--- src/rtl/carfield_mailbox_responder.sv ---
// Target-side register responder for the Carfield inter-domain mailbox window.
// Each slot holds two data words, a doorbell and an interrupt enable; responses are one-deep.
module carfield_mailbox_responder #(
  parameter int unsigned          NumMbox   = 4,
  parameter int unsigned          AddrWidth = 48,
  parameter int unsigned          DataWidth = 32,
  parameter logic [AddrWidth-1:0] BaseAddr  = 'h40000000,
  parameter logic [AddrWidth-1:0] Size      = 'h00001000
) (
  input  logic                   clk_i,
  input  logic                   rst_ni,
  input  logic                   req_valid_i,
  output logic                   req_ready_o,
  input  logic [AddrWidth-1:0]   req_addr_i,
  input  logic                   req_write_i,
  input  logic [DataWidth-1:0]   req_wdata_i,
  input  logic [DataWidth/8-1:0] req_wstrb_i,
  output logic                   rsp_valid_o,
  input  logic                   rsp_ready_i,
  output logic [DataWidth-1:0]   rsp_rdata_o,
  output logic                   rsp_error_o,
  output logic [NumMbox-1:0]     irq_o
);

  localparam int unsigned SlotW   = (NumMbox > 1) ? $clog2(NumMbox) : 1;
  localparam int unsigned SlotHiW = AddrWidth - 5;

  if (DataWidth != 32) begin : gen_dw_check
    $error("carfield_mailbox_responder: DataWidth must be 32");
  end
  if (NumMbox < 1 || NumMbox > 64) begin : gen_num_check
    $error("carfield_mailbox_responder: NumMbox must be in 1..64");
  end
  if ((64'(NumMbox) << 5) > 64'(Size)) begin : gen_size_check
    $error("carfield_mailbox_responder: window too small for NumMbox slots");
  end
  if (Size == '0 || (Size & (Size - AddrWidth'(1))) != '0) begin : gen_pow2_check
    $error("carfield_mailbox_responder: Size must be a power of two");
  end

  typedef enum logic {StIdle, StResp} state_e;

  state_e               state_q, state_d;
  logic [DataWidth-1:0] data0_q [NumMbox];
  logic [DataWidth-1:0] data0_d [NumMbox];
  logic [DataWidth-1:0] data1_q [NumMbox];
  logic [DataWidth-1:0] data1_d [NumMbox];
  logic [NumMbox-1:0]   db_q, db_d, en_q, en_d, irq_q;
  logic [DataWidth-1:0] rdata_q, rdata_d, rd_val;
  logic                 error_q, error_d;

  logic [AddrWidth-1:0] offset;
  logic [SlotHiW-1:0]   slot_hi;
  logic [SlotW-1:0]     slot_sel;
  logic [2:0]           word;
  logic                 in_window, slot_ok, aligned, word_ok, dec_err;

  function automatic logic [DataWidth-1:0] merge_bytes(input logic [DataWidth-1:0]   old_val,
                                                       input logic [DataWidth-1:0]   new_val,
                                                       input logic [DataWidth/8-1:0] strb);
    logic [DataWidth-1:0] res;
    res = old_val;
    for (int b = 0; b < DataWidth / 8; b++) begin
      if (strb[b]) res[b*8 +: 8] = new_val[b*8 +: 8];
    end
    return res;
  endfunction

  // Subtract before comparing so BaseAddr+Size never has to be formed (no overflow).
  assign offset    = req_addr_i - BaseAddr;
  assign in_window = (req_addr_i >= BaseAddr) && (offset < Size);
  assign slot_hi   = offset[AddrWidth-1:5];
  assign slot_ok   = slot_hi < SlotHiW'(NumMbox);
  assign slot_sel  = slot_hi[SlotW-1:0];
  assign word      = offset[4:2];
  assign aligned   = (offset[1:0] == 2'b00);
  assign word_ok   = (word <= 3'd4);
  assign dec_err   = !(in_window && slot_ok && aligned && word_ok);

  always_comb begin
    rd_val = '0;
    case (word)
      3'd0:    rd_val = data0_q[slot_sel];
      3'd1:    rd_val = data1_q[slot_sel];
      3'd2:    rd_val = {{(DataWidth-1){1'b0}}, db_q[slot_sel]};
      3'd4:    rd_val = {{(DataWidth-1){1'b0}}, en_q[slot_sel]};
      default: rd_val = '0;
    endcase
  end

  always_comb begin
    state_d = state_q;
    data0_d = data0_q;
    data1_d = data1_q;
    db_d    = db_q;
    en_d    = en_q;
    rdata_d = rdata_q;
    error_d = error_q;
    unique case (state_q)
      StIdle: begin
        if (req_valid_i) begin
          state_d = StResp;
          error_d = dec_err;
          rdata_d = (dec_err || req_write_i) ? '0 : rd_val;
          if (req_write_i && !dec_err) begin
            case (word)
              3'd0: data0_d[slot_sel] = merge_bytes(data0_q[slot_sel], req_wdata_i, req_wstrb_i);
              3'd1: data1_d[slot_sel] = merge_bytes(data1_q[slot_sel], req_wdata_i, req_wstrb_i);
              3'd2: if (req_wstrb_i[0] && req_wdata_i[0]) db_d[slot_sel] = 1'b1;
              3'd3: if (req_wstrb_i[0] && req_wdata_i[0]) db_d[slot_sel] = 1'b0;
              3'd4: if (req_wstrb_i[0]) en_d[slot_sel] = req_wdata_i[0];
              default: ;
            endcase
          end
        end
      end
      StResp: begin
        if (rsp_ready_i) state_d = StIdle;
      end
      default: state_d = StIdle;
    endcase
  end

  always_ff @(posedge clk_i or negedge rst_ni) begin
    if (!rst_ni) begin
      state_q <= StIdle;
      data0_q <= '{default: '0};
      data1_q <= '{default: '0};
      db_q    <= '0;
      en_q    <= '0;
      irq_q   <= '0;
      rdata_q <= '0;
      error_q <= 1'b0;
    end else begin
      state_q <= state_d;
      data0_q <= data0_d;
      data1_q <= data1_d;
      db_q    <= db_d;
      en_q    <= en_d;
      // Built from next-state so the level appears together with the response.
      irq_q   <= db_d & en_d;
      rdata_q <= rdata_d;
      error_q <= error_d;
    end
  end

  assign req_ready_o = (state_q == StIdle);
  assign rsp_valid_o = (state_q == StResp);
  assign rsp_rdata_o = rdata_q;
  assign rsp_error_o = error_q;
  assign irq_o       = irq_q;

endmodule

--- config.mk ---
export PLATFORM = sky130hd
export DESIGN_NAME = carfield_mailbox_responder
export DESIGN_NICKNAME = d
export VERILOG_FILES = /design/src/rtl/carfield_mailbox_responder.sv
export SDC_FILE = /design/constraint.sdc
export NUM_CORES = 1
export LEC_CHECK = 0
export CORE_MARGIN = 5
export CORE_UTILIZATION = 54
export CTS_BUF_LIST = sky130_fd_sc_hd__clkbuf_8
export CTS_CLUSTER_DIAMETER = 200
export DETAILED_ROUTE_END_ITERATION = 10
export HOLD_SLACK_MARGIN = 0.1
export MAX_ROUTING_LAYER = met4
export PLACE_DENSITY = 0.77
export SYNTH_ARGS = -nofsm -noshare
export SYNTH_HDL_FRONTEND = slang
export SYNTH_SLANG_ARGS = --single-unit
--- constraint.sdc ---
create_clock -name clk_i -period 1.9 [get_ports clk_i]
set_input_delay 0.285 -clock clk_i [delete_from_list [all_inputs] [get_ports clk_i]]
set_output_delay 0.285 -clock clk_i [all_outputs]
set_load 0.02 [all_outputs]
[Word level (Yosys, flattened, before mapping)]
Index checks and enable logic that the tools add are counted.
Word-level totals
  bits in registers: 302
  input bits: 89
  output and inout bits: 39
  logic and storage cells: 121
Cells by class
  $add $sub $neg: 1
  magnitude comparators: 8
  equal/unequal tests: 4
  multiplexer cells: 73
  bitwise logic cells: 6
  reductions and logical operators: 15
Operators by type and width (count)
  2-to-1 mux 8 bit: 40
  bitwise mux 128 bit: 2
  2-to-1 mux 32 bit: 6
  binary-select mux 32 bit (select 2 bit): 2
  case mux 32 bit (4 select lines): 1
  demux 32 bit (select 2 bit): 1
  >= comparator 48 x 31 -> 1 bit, second input constant: 1
  < comparator 48 x 13 -> 1 bit, second input constant: 1
  subtractor 48 x 31 -> 48 bit, second input constant: 1
  < comparator 43 x 3 -> 1 bit, second input constant: 1
  2-to-1 mux 4 bit: 10
  AND 4 bit: 2
  logical AND 1 bit: 8
  case mux 4 bit (2 select lines): 1
  AND reduction 4 bit: 2
  == test 3 x 2 -> 1 bit, second input constant: 2
  2-to-1 mux 1 bit: 5
  binary-select mux 1 bit (select 2 bit): 2
  bitwise mux 4 bit: 1
  NOT 4 bit: 1
  OR 4 bit: 1
  == test 3 x 1 -> 1 bit, second input constant: 1
  == test 3 bit, second input constant: 1
  >= comparator 3 bit, second input constant: 1
  13 further kinds: 13

[Logic depth before layout (Yosys ltp)]
  word-level depth: 13
  depth in mapped cells: 8
  mapped depth without buffers: 5

[Worst setup path after synthesis]
OpenSTA, ideal clock, no wires.
  kind: input port to flip-flop
  from: input req_addr_i[5]
  to: register data1_q[64] (netlist bit)
  arrival time: 2327 ps
  required time: 1772 ps
  setup slack: -555 ps
  stages: 6
  path buffers: 3
  path through: buf_2 > buf_1 > buf_2 > mux4_2 > mux2_2 > mux2_1
On the way
  word-level cells in the longest chain between the ends: 11
  elaborated cells on any way between the ends: 25
Ends and longest elaborated chain
  start, declared: RTL line 14  | input logic [AddrWidth-1:0] req_addr_i,
  parallel branches: the longest is 11 deep, another holds subtractor 48 x 31 -> 48 bit
  end signal, assigned: RTL line 137  | data1_q <= data1_d;
  end, declared: RTL line 46  | logic [DataWidth-1:0] data1_q [NumMbox];
Parallel ways; which one is timed is not known. The select of a mux whose other input is x is not followed.
A chain may end at the register's enable or synchronous reset.

[Worst setup path in the final report]
  from: register state_q, in the netlist rsp_valid_o
  to: register data0_q[108] (netlist bit)
On the way
  word-level cells in the longest chain between the ends: 2
Ends and longest elaborated chain
  start, declared: RTL line 43  | state_e state_q, state_d;
  start signal, assigned: RTL line 126  | state_q <= StIdle;
  start signal, assigned: RTL line 135  | state_q <= state_d;
  NOT 1 bit (no source line)
  AND reduction 4 bit (no source line)
  end signal, assigned: RTL line 136  | data0_q <= data0_d;
  end, declared: RTL line 44  | logic [DataWidth-1:0] data0_q [NumMbox];
No other way between the ends.

==> results.md <==
| Metric | Value |
|---|---|
| Outcome | finished with violations |
| Violated checks | setup timing |
| Worst supply voltage drop on vdd | 0.000482 V |
| Buffers on Ports | 127 |
| Vias in the first global route | 10,771 |
| Maximum capacitance violations | 0 |
| TritonCTS clock tree | built |
| Final net count | 1,409 |
| Startpoint of the most critical register-to-register path | rsp_valid_o |
| Number of antenna cells inserted | 0 |
| Post-route minimum period | 2.31 ns |
| Post-synthesis to final-layout area growth | 36.7% |
| Vertical die dimension | 172 um |
| X dimension of the die | 172 um |
| Number of placement rows | 59 |
| Required time reported for the critical path endpoint | 2.35 ns |
| Total nets after synthesis | 1,149 |
| Cts bufs inserted | 49 |
| Data arrival time of the critical path | 2.76 ns |
| Initial core utilization | 54.5% |
| Wire length of the first global-routing pass | 59,200 um |
| Core area | 26,000 sq um |
| Maximum clock insertion buffer count | 3 |
| Type of the tightest min-delay check | in -> async |
| Sequential fraction of the synthesis area | 53.3% |
| Root Buffer Master | sky130_fd_sc_hd__clkbuf_8 |
| Number of failing hold endpoints at the final stage | 0 |
| Sink count of the clock tree | 302 |
| Via-to-Cell Ratio | 6.23 |
| Antenna violation net count after detailed routing | 0 |
| Commonest non-fill, non-tap cell in the layout | sky130_fd_sc_hd__dfrtp_1 |
| Per-cell routed wire length | 26.0 um |
| Worst hold slack across all endpoints | 0.218 ns |
| Final setup slack of the worst path | -0.408 ns |
| Fraction of final layout cells sized beyond drive strength 1 | 43.1% |
| Cell count after placement | 1,558 |
| Number of DRC violations after detailed-routing iteration 0 | 970 |
| Initial antenna violation count | 0 |
| Max Clk Rate | 433 MHz |
| Post-Syn Area per Cell | 13.4 sq um |
| Routed Wire Length | 44,000 um |
| Syn Inst Count | 1,060 |
| Remaining Overflow, GRT | 0 |
| Classification of the worst setup path | reg -> reg |
| Number of setup violations in the final report | 302 |
| Number of synthesis warnings | 0 |
| Area of the die | 29,600 sq um |
| Reg-to-reg critical path endpoint | data0_q[108] |
| Fin crit share | 121% |
| CTS HTree Levels | 2 |
| Worst Skew | 0.0159 ns |
| Setup repair after global routing missed its margin | true |
| Count of non-filler cells in the finished layout | 1,691 |
| Worst-path fanout max | 11 |
| P per Cell Area | 680 nW/um^2 |
| Worst r2r path cells | 9 |
| Insertion delay to the later sink of the worst-skew pair | 0.58 ns |
| Seq cells post-synth | 302 |
| Met1 layer usage reported by global route | 33.8% |
| GPL Wtd Cong | 0.810 |
| Fin Setup TNS | -90.76 ns |
| Routing usage on met2 | 42.6% |
| CTS clock-pin slew for the worst setup and hold paths | 0.06 ns |
| Post-detailed-route DRC marker count | 0 |
| Detailed placer's ending HPWL | 22,200 um |
| Static leakage power | 8.87 nW |
| Worst setup slack for register-to-register paths | -0.41 ns |
| Largest net degree at the start of global routing | 63 |
| Highest-count cells in the layout ignoring fill and taps | sky130_fd_sc_hd__dfrtp_1, sky130_fd_sc_hd__mux2_4, sky130_fd_sc_hd__clkdlybuf4s50_1 |
| Busiest layer in global routing | met2 |
| Global-route met3 utilization | 6.54% |
| Critical Path Start Type | flop |
| Critical Path End Type | flop |
| Cell variety after synth | 40 |
| Transition time at the pin with the least slew margin | 0.745 ns |
| Total via count after detailed routing | 10,530 |
| Tightest slew margin relative to the limit | 49.8% |
| Syn Std Cell Area | 14,200 sq um |
| Io pins | 128 |
| Overall track demand over capacity in global routing | 26.5% |
| TritonRoute pass-1 iters | 4 |
| Max-slew violation count | 0 |
## cell usage after synthesis
cell type / count / area share [%]
sky130_fd_sc_hd__mux2_1: 17 / 1.4
sky130_fd_sc_hd__nand4_1: 2 / 0.088
sky130_fd_sc_hd__mux2i_1: 1 / 0.071
sky130_fd_sc_hd__buf_1: 4 / 0.11
sky130_fd_sc_hd__nor3_2: 7 / 0.49
sky130_fd_sc_hd__clkbuf_1: 33 / 0.87
sky130_fd_sc_hd__a2111o_1: 1 / 0.079
sky130_fd_sc_hd__nor3_1: 4 / 0.14
sky130_fd_sc_hd__a21oi_1: 1 / 0.035
sky130_fd_sc_hd__a31oi_1: 1 / 0.044
sky130_fd_sc_hd__or3_1: 3 / 0.13
sky130_fd_sc_hd__nor4_2: 1 / 0.088
sky130_fd_sc_hd__or2_2: 1 / 0.044
sky130_fd_sc_hd__nor3_4: 1 / 0.11
sky130_fd_sc_hd__mux2_2: 241 / 19
sky130_fd_sc_hd__nor4_1: 9 / 0.40
sky130_fd_sc_hd__nor3b_1: 2 / 0.11
sky130_fd_sc_hd__nor2b_1: 1 / 0.044
sky130_fd_sc_hd__xor2_1: 1 / 0.062
sky130_fd_sc_hd__o21ai_0: 97 / 3.4
sky130_fd_sc_hd__or4_1: 6 / 0.32
sky130_fd_sc_hd__nand3_1: 5 / 0.18
sky130_fd_sc_hd__or3b_2: 2 / 0.12
sky130_fd_sc_hd__buf_4: 3 / 0.16
sky130_fd_sc_hd__buf_6: 2 / 0.16
sky130_fd_sc_hd__inv_1: 67 / 1.8
sky130_fd_sc_hd__nand2b_1: 1 / 0.044
sky130_fd_sc_hd__o31ai_1: 4 / 0.21
sky130_fd_sc_hd__dfrtp_1: 302 / 53
sky130_fd_sc_hd__a22oi_1: 35 / 1.9
sky130_fd_sc_hd__nor4bb_1: 3 / 0.21
sky130_fd_sc_hd__nand2_1: 88 / 2.3
sky130_fd_sc_hd__mux4_2: 66 / 10
sky130_fd_sc_hd__nor2_1: 8 / 0.21
sky130_fd_sc_hd__buf_2: 28 / 0.99
sky130_fd_sc_hd__a41oi_1: 1 / 0.062
sky130_fd_sc_hd__or4b_1: 4 / 0.28
sky130_fd_sc_hd__and4b_1: 1 / 0.071
sky130_fd_sc_hd__o41ai_1: 4 / 0.25
sky130_fd_sc_hd__nor4b_1: 2 / 0.12
## routing by layer
metal | share of wire, % | wire (um)
met3 | 8.5 | 3750
met1 | 38 | 16700
met4 | 4.1 | 1820
met2 | 49 | 21700
met5 | 0 | 0
## sequential cells by signal, indices dropped and copies added, names as in the netlist
| signal | cells |
|---|---|
| rsp_rdata_o | 32 |
| rsp_error_o | 1 |
| db_q | 4 |
| en_q | 4 |
| data0_q | 128 |
| data1_q | 128 |
| rsp_valid_o | 1 |
| irq_o | 4 |
## worst max-delay path, cell delays in order (launching register included)
cell,delay [ns]
sky130_fd_sc_hd__dfrtp_1,0.37
sky130_fd_sc_hd__nor2b_1,0.12
sky130_fd_sc_hd__buf_4,0.16
sky130_fd_sc_hd__nand3_4,0.06
sky130_fd_sc_hd__or3_4,0.37
sky130_fd_sc_hd__clkbuf_16,0.18
sky130_fd_sc_hd__nor3_4,0.20
sky130_fd_sc_hd__buf_4,0.17
sky130_fd_sc_hd__buf_12,0.16
sky130_fd_sc_hd__mux2_2,0.36
## cell families after synthesis
| logic type | after synthesis | share of synthesized area (%) |
|---|---|---|
| mux | 325 | 31.1 |
| simple gates | 151 | 5.54 |
| buf+inv | 137 | 4.06 |
| flops | 302 | 53.3 |
| compound gates | 144 | 5.96 |
| xor+xnor | 1 | 0.0618 |
## what timing repair did
item	4_1_cts	5_1_grt
pin swaps	12	9
resized for setup	144	87
hold buffers	1	0
setup buffers	16	4
cloned	12	13
setup endpoints to repair	302	302
hold endpoints to repair	302	0
## final cells by class
cell class / instances / area, sq um
Clock buffer: 67 / 922
Clock inverter: 20 / 83.8
Fill cell: 1497 / 6610
Inverter: 67 / 251
Multi-Input combinational cell: 621 / 6850
Sequential cell: 302 / 7560
Tap cell: 335 / 419
Timing Repair Buffer: 279 / 3290
## power by group
| part | switching (mW) | internal, mW | total (mW) |
|---|---|---|---|
| logic | 0.538 | 0.390 | 0.928 |
| registers | 0.00139 | 6.43 | 6.44 |
| clock network | 2.68 | 3.12 | 5.81 |
| total | 3.22 | 9.95 | 13.2 |
## stage by stage
stage	power [mW]	cell area, sq um	setup WS (ns)	utilization, %
floorplan	6.85	14400	-0.376	-
global placement	7.43	16900	-1.00	65.0
detailed placement	7.44	16900	-1.03	65.0
CTS	13.1	18700	-0.376	72.1
global route	13.6	19400	-0.452	74.6
finish	13.2	19400	-0.408	74.6
## worst max path at each step
stage,startpoint,to,depth (start not counted)
finish,rsp_valid_o,data0_q[108],9
detailed placement,req_addr_i[31],data0_q[11],8
CTS,rsp_valid_o,data1_q[33],9
global route,rsp_valid_o,data0_q[109],9
global placement,req_addr_i[31],data0_q[13],8
floorplan,req_addr_i[31],data1_q[65],7
Note: power is estimated with default switching activity, not from simulation.
